`config.mk`:
```
export PLATFORM = sky130hd
export DESIGN_NAME = order_gate
export DESIGN_NICKNAME = d
export VERILOG_FILES = /design/src/rtl/order_gate.sv
export SDC_FILE = /design/constraint.sdc
export NUM_CORES = 1
export LEC_CHECK = 0
export CORE_UTILIZATION = 50
export CTS_CLUSTER_SIZE = 14
export DETAILED_ROUTE_END_ITERATION = 8
export PLACE_DENSITY = 0.7
export RECOVER_POWER = 50
export SYNTH_ARGS = -nofsm -noshare
export SYNTH_HDL_FRONTEND = slang
export SYNTH_SLANG_ARGS = --single-unit
```
`constraint.sdc`:
```
create_clock -name clk -period 6.2 [get_ports clk]
set_clock_uncertainty 0.2 [all_clocks]
set_input_delay 0.62 -clock clk [delete_from_list [all_inputs] [get_ports clk]]
set_output_delay 0.62 -clock clk [all_outputs]
set_load 0.02 [all_outputs]
```
`src/rtl/order_gate.sv`:
```
// order_gate: turns registered buy/sell decisions into queued market orders.
// It applies a per-side position limit, a post-order cooldown, conflict
// rejection and an external halt. Orders leave through a valid/ready port
// fed by a small first-word-fall-through FIFO.
module order_gate #(
  parameter int data_width      = 8,
  parameter int max_position    = 4,
  parameter int cooldown_cycles = 4,
  parameter int fifo_depth      = 4
) (
  input  logic                  clk,
  input  logic                  rst,
  input  logic                  enable,
  input  logic                  halt,
  input  logic                  buy_signal,
  input  logic                  sell_signal,
  input  logic                  data_valid_end,
  input  logic [data_width-1:0] price,
  input  logic                  order_ready,
  output logic                  order_valid,
  output logic                  order_side,
  output logic [data_width-1:0] order_price,
  output logic [7:0]            position,
  output logic                  fifo_full,
  output logic [7:0]            drop_count,
  output logic [1:0]            state_out
);

  localparam int aw = (fifo_depth > 1) ? $clog2(fifo_depth) : 1;
  localparam int cw = (cooldown_cycles > 0) ? $clog2(cooldown_cycles + 1) : 1;
  localparam logic signed [7:0] pos_max = 8'(max_position);
  localparam logic signed [7:0] pos_min = 8'(-max_position);

  typedef enum logic [1:0] {
    IDLE     = 2'b00,
    COOLDOWN = 2'b01,
    HALT     = 2'b10
  } state_t;

  state_t              state, state_nxt;
  logic [cw-1:0]       cd_cnt, cd_cnt_nxt;
  logic [aw:0]         wr_ptr, rd_ptr, wr_ptr_nxt, rd_ptr_nxt;
  logic [data_width:0] mem [fifo_depth];
  logic [data_width:0] head_nxt;
  logic signed [7:0]   pos_s;
  logic                is_dec, conflict, pos_ok, accept, drop, deq, empty_nxt;

  assign pos_s     = position;
  assign is_dec    = enable && data_valid_end && (buy_signal || sell_signal);
  assign conflict  = buy_signal && sell_signal;
  assign pos_ok    = buy_signal ? (pos_s < pos_max) : (pos_s > pos_min);
  assign fifo_full = (wr_ptr[aw] != rd_ptr[aw]) && (wr_ptr[aw-1:0] == rd_ptr[aw-1:0]);
  assign deq       = order_valid && order_ready;
  assign drop      = is_dec && !accept;
  assign state_out = state;

  // Next-state, cooldown counter and acceptance decision; halt overrides all.
  always_comb begin
    state_nxt  = state;
    cd_cnt_nxt = cd_cnt;
    accept     = 1'b0;
    if (halt) begin
      state_nxt = HALT;
    end else begin
      case (state)
        IDLE: begin
          if (is_dec && !conflict && !fifo_full && pos_ok) begin
            accept = 1'b1;
            if (cooldown_cycles > 0) begin
              state_nxt  = COOLDOWN;
              cd_cnt_nxt = cw'(cooldown_cycles);
            end
          end
        end
        COOLDOWN: begin
          cd_cnt_nxt = cd_cnt - cw'(1);
          if (cd_cnt == cw'(1)) state_nxt = IDLE;
        end
        HALT: begin
          state_nxt  = IDLE;
          cd_cnt_nxt = '0;
        end
        default: begin
          state_nxt  = IDLE;
          cd_cnt_nxt = '0;
        end
      endcase
    end
  end

  // State register and cooldown counter.
  always_ff @(posedge clk) begin
    if (rst) begin
      state  <= IDLE;
      cd_cnt <= '0;
    end else begin
      state  <= state_nxt;
      cd_cnt <= cd_cnt_nxt;
    end
  end

  // Net position moves at enqueue; rejected decisions bump a saturating count.
  always_ff @(posedge clk) begin
    if (rst) begin
      position   <= '0;
      drop_count <= '0;
    end else begin
      if (accept) position <= buy_signal ? position + 8'd1 : position - 8'd1;
      if (drop && drop_count != 8'hFF) drop_count <= drop_count + 8'd1;
    end
  end

  // Pointer updates and the head entry that will be presented after this edge.
  // When the only entry after the edge is the one being written now, it is
  // forwarded from the inputs because the storage write has not landed yet.
  always_comb begin
    wr_ptr_nxt = accept ? wr_ptr + (aw+1)'(1) : wr_ptr;
    rd_ptr_nxt = deq ? rd_ptr + (aw+1)'(1) : rd_ptr;
    empty_nxt  = (rd_ptr_nxt == wr_ptr_nxt);
    if (accept && rd_ptr_nxt == wr_ptr) head_nxt = {sell_signal, price};
    else                                head_nxt = mem[rd_ptr_nxt[aw-1:0]];
  end

  // FIFO storage; reset only needs the pointers.
  always_ff @(posedge clk) begin
    if (accept) mem[wr_ptr[aw-1:0]] <= {sell_signal, price};
  end

  // FIFO pointers and registered output stage; data holds when the FIFO empties.
  always_ff @(posedge clk) begin
    if (rst) begin
      wr_ptr      <= '0;
      rd_ptr      <= '0;
      order_valid <= 1'b0;
      order_side  <= 1'b0;
      order_price <= '0;
    end else begin
      wr_ptr      <= wr_ptr_nxt;
      rd_ptr      <= rd_ptr_nxt;
      order_valid <= !empty_nxt;
      if (!empty_nxt) {order_side, order_price} <= head_nxt;
    end
  end

endmodule
```
# Word level (Yosys, flattened, before mapping)
# Memory sizes are Yosys's and may differ from the RTL's.
# Cells that the tools add are included.
[word_totals]
memories = 1
ramBits = 36
inputBits = 16
register_bits = 37
[op_classes]
bitwise = 1
n_eq_ne = 11
n_mux = 16
magnitude_cmp = 2
addsub = 6
reduce_logical = 21
[mem_list]
columns = ["name", "depth", "word_bits", "read_ports", "rd_ports_with_merged_regs", "wr", "line", "source"]
rows = [
  ["mem", 4, 9, 1, 0, 1, "43", "logic [data_width:0] mem [fifo_depth];"],
]
[op_table]
columns = ["cell", "count"]
rows = [
  ["8-bit by 1-bit adder with 8-bit output (second input constant)", 2],
  ["1-bit logical AND", 11],
  ["3-bit 2-to-1 mux", 3],
  ["9-bit 2-to-1 mux", 1],
  ["8-bit by 3-bit > comparator with 1-bit output (second input constant)", 1],
  ["8-bit by 4-bit < comparator with 1-bit output (second input constant)", 1],
  ["8-bit 2-to-1 mux", 1],
  ["8-bit inequality test (second input constant)", 1],
  ["8-bit by 1-bit subtractor with 8-bit output (second input constant)", 1],
  ["3-bit by 1-bit adder with 3-bit output (second input constant)", 2],
  ["3-bit == test", 2],
  ["1-bit 2-to-1 mux", 6],
  ["2-bit 2-to-1 mux", 3],
  ["3-bit inequality test (second input constant)", 2],
  ["3-bit one-hot mux with 2 select lines", 1],
  ["2-bit AND reduction", 3],
  ["1-bit logical NOT", 4],
  ["2-bit inequality test (second input constant)", 2],
  ["2-bit one-hot mux with 2 select lines", 1],
  ["3-bit by 1-bit == test with 1-bit output (second input constant)", 1],
  ["3-bit by 1-bit subtractor with 3-bit output (second input constant)", 1],
  ["2-bit by 1-bit == test with 1-bit output (second input constant)", 1],
  ["2-bit == test", 1],
  ["2-bit logical NOT", 1],
  ["other kinds (4)", 4],
]

# Longest topological paths before layout
[logic_depth]
ltp_word = 11
mapped_depth = 8
depth_no_buf = 8

# Worst setup path after synthesis
# OpenSTA, ideal clock, no wires.
[synth_timing]
path_kind = "input port to flip-flop"
from = "input port buy_signal"
to = "register position[7]"
path_buffers = 0
setup_time_ps = 121
path_slack_ps = 3478
required_time_ps = 5879
stages = 8
arrival_ps = 2402
cell_sequence = "inv_1 -> ha_1 -> a21oi_1 -> o21ai_0 -> a2111o_1 -> a31o_2 -> a21oi_1 -> mux2_2"
[synth_between]
elab_chain_len = 8
elab_cells_between_ends = 12
[synth_lines]
columns = ["element", "line", "source"]
rows = [
  ["start, declared", "15", "input logic buy_signal,"],
  ["1-bit logical OR or 1-bit logical AND (tied branches)", "49, 50", ""],
  ["1-bit logical AND or 1-bit logical NOT (tied branches)", "49, 67", ""],
  ["1-bit logical AND (3 in series)", "67", "if (is_dec && !conflict && !fifo_full && pos_ok) begin"],
  ["1-bit 2-to-1 mux", "67", ""],
  ["1-bit 2-to-1 mux", "65", "case (state)"],
  ["1-bit 2-to-1 mux", "62", "if (halt) begin"],
  ["end signal, assigned", "108", "if (accept) position <= buy_signal ? position + 8'd1 : position - 8'd1;"],
  ["end, declared", "23", "output logic [7:0] position,"],
]
# Several ways; a longest one is shown, not always the timed one.
# A chain may end at the register's enable or synchronous reset.

# Worst setup path in the final report
[layout_timing]
from = "input port sell_signal"
to = "register order_price[2]"
[layout_between]
elab_chain_len = 10
elab_cells_between_ends = 14
[layout_lines]
columns = ["element", "line", "source"]
rows = [
  ["start, declared", "16", "input logic sell_signal,"],
  ["1-bit logical OR or 1-bit logical AND (tied branches)", "49, 50", ""],
  ["1-bit logical AND or 1-bit logical NOT (tied branches)", "49, 67", ""],
  ["1-bit logical AND * (3 in series)", "67", ""],
  ["1-bit 2-to-1 mux *", "67", ""],
  ["1-bit 2-to-1 mux *", "65", ""],
  ["1-bit 2-to-1 mux *", "62", ""],
  ["3-bit 2-to-1 mux or 1-bit logical AND (tied branches)", "117, 120", ""],
  ["3-bit == test or 9-bit 2-to-1 mux (tied branches)", "119, 120", ""],
  ["end signal, assigned", "141", "if (!empty_nxt) {order_side, order_price} <= head_nxt;"],
  ["end, declared", "22", "output logic [data_width-1:0] order_price,"],
]
# Mark *: on every way between the ends. The rest lies on a longest branch, timed or not.

==> results.yml <==
global_route:
  grt_max_degree: 48
  grt_pass1_vias: 2284
  antenna_found_initial: 0
  grt_use_total: 0.1990
  grt_pass1_wl_um: 11140
  grt_overflow: 0
clock_tree:
  clk_pin_slew_ns: 0.08
  htree_levels: 3
  postCtsSetupBuffers: 0
  cts.sinks: 73
  cts_resized: 0
  cts.hold.buffers_added: 0
  cts_buffers: 9
  clk_path_buf_depth: 2
  cts_tree: "built"
  clockRootBuffer: "clkbuf_8"
  clock_latency_ns: 0.35
layout:
  syn_to_final_growth_pct: 18.90
  diodes: 0
  final_cell_mix: "dfxtp_1 (37), edfxtp_1 (36), dlygate4sd3_1 (35)"
  final_nets: 392
  final_common_cell: "dfxtp_1"
  drive_gt1_frac: 0.06557
route:
  wl_per_cell_um: 14.95
  drc_errors: 0
  met3_length_um: 284
  vias: 2502
  firstDrtPassIters: 4
  wl_met2_um: 3007
  top_layer: "met4"
  wl_met1_um: 3502
  drt-initial-drc-count: 156
  postRouteAntennaNets: 0
  wl_um: 6906
  viasPerCell: 5.416
yosys:
  synth-edff-count: 36
  synth-warning-count: 0
  avgSynthCellArea_um2: 11.24
  synthCells: 318
  synth_top_area_frac: 0.3024
  ys_top_cells_by_area: "edfxtp_1 (30%), dfxtp_1 (21%), ha_1 (4.9%), xnor2_1 (4.2%), mux4_2 (3.8%)"
  yosysSeqAreaShare: 0.5096
  syn_nets: 349
  yosys_register_bits: 73
  synthArstFlopShare: 0
  netlist_area_mm2: 0.003575
  synth_largest_area_cell: "edfxtp_1"
  synth_ff_type: "dfxtp_1"
  synth_cell_types: 48
place:
  hpwlAfterDp_um: 4664
  port-buffer-count: 44
  gp_congestion: 0.8150
sta:
  worst_pin_slew_ns: 1.990
  rsz0062_at_grt: "no"
  setup_viol: 0
  drv_slew: 48
  fmax_ghz: 0.2670
  finalHoldViolCount: 0
  fin_crit_ns: 3.745
  fin_hold_ws_ns: 0.2721
  relSlewSlack: -0.3265
  fin_crit_sh: 0.6040
  fin_setup_tns_ns: 0
power:
  p_per_area_mw_per_mm2: 232.5
  p_leak_uw: 0.001690
  vdd_drop_max_v: 0.0001286
worst_setup_path:
  crit_fanout: 29
  path_class: "in2reg"
  endpoint_kind: "flip-flop"
  cp_data_arrival_time_ns: 3.84
  cp.required_ns: 6.29
  start_kind: "primary input"
floorplan:
  start_util: 0.5233
  die_h_um: 86.56
  row_count: 30
  design.die.area_mm2: 0.007492
  core_area_mm2: 0.006832
  ioPinCount: 45
  die_w_um: 86.56
status:
  status: "finished with violations"
  violations: "max-capacitance violations, max-slew violations"
worst_hold_path:
  hp-class: "reg2reg"
job:
  maxCapViolCount: 1
## cells by family after synthesis
family	synth area share
AND/OR/NAND/NOR	0.1470
flip-flops	0.5096
AO/OA/AOI/OAI	0.09591
buffers and inverters	0.03535
XOR/XNOR	0.06370
multiplexers	0.09381
adder cells (fa/ha/maj)	0.05460
## sequential cells by signal, indices dropped and copies added, names as in the netlist
| name | count |
|---|---|
| wr_ptr | 3 |
| position | 8 |
| order_side | 1 |
| state_out | 2 |
| drop_count | 8 |
| cd_cnt | 3 |
| order_price | 8 |
| rd_ptr | 3 |
| mem | 36 |
| order_valid | 1 |
## synth_stat cells (3+ instances only)
| master | number |
|---|---|
| and2_1 | 5 |
| nor4_1 | 4 |
| ha_1 | 14 |
| nand4_1 | 5 |
| dfxtp_1 | 37 |
| edfxtp_1 | 36 |
| nand3_1 | 5 |
| inv_1 | 18 |
| mux4_2 | 6 |
| clkbuf_1 | 11 |
| a21o_1 | 11 |
| or3_1 | 11 |
| nand2b_1 | 10 |
| nor3_1 | 4 |
| nor2_1 | 28 |
| o21ai_0 | 12 |
| nor2b_1 | 3 |
| mux2i_1 | 11 |
| nand2_1 | 16 |
| a21oi_1 | 16 |
| xnor2_1 | 17 |
| mux4_1 | 3 |
| nor4b_1 | 3 |
## worst paths after layout
| path | from | to | slack (ns) | cells past startpoint |
|---|---|---|---|---|
| setup / recovery | sell_signal | order_price[2] | 2.46 | 8 |
| hold / removal | order_price[1] | order_price[1] | 0.27 | 2 |
| setup reg to reg | position[0] | order_price[2] | 2.98 | 7 |
| hold reg to reg | order_price[1] | order_price[1] | 0.27 | 2 |
## final cells by class
class,count,area (µm²)
clock buffers,10,127.6
multi-input cells,213,1627
flip-flops and latches,73,1822
clock inverters,6,35.03
repair buffers,46,451.7
fillers,587,2581
well taps,96,120.1
inverters,18,67.56
## per-layer routing
layer  vias up  GRT usage
li1       1232          -
met1      1205     0.2872
met2        56     0.2915
met3         9    0.04952
met4         0    0.07273
met5         -          0
## metrics by stage
step	setup WS (ns)	power [µW]	utilization	instances	area, µm²
global placement	2.278	684.9	0.5989	446	4091
detailed placement	2.125	686.6	0.5989	446	4091
global route	2.191	1027	0.6222	462	4250
finish	2.455	988.3	0.6222	462	4250
CTS	2.481	1003	0.6227	462	4254
floorplan	3.478	632.8	-	318	3575
## report_power, final
| part | total [µW] | internal (µW) | switching [µW] |
|---|---|---|---|
| Sequential | 530 | 519 | 10.7 |
| Clock | 318 | 142 | 177 |
| Combinational | 140 | 65.4 | 74.6 |
| Total | 988 | 726 | 262 |
## worst max-delay path: stages
cell and delay [ns]:
dlygate4sd3_1 0.67, o211a_1 0.24, and3b_1 0.18, nand4_1 0.83, or3_1 0.65, a32oi_1 0.19, buf_4 0.24, mux2i_1 0.19
No activity file was read; power rests on OpenSTA's default activity.
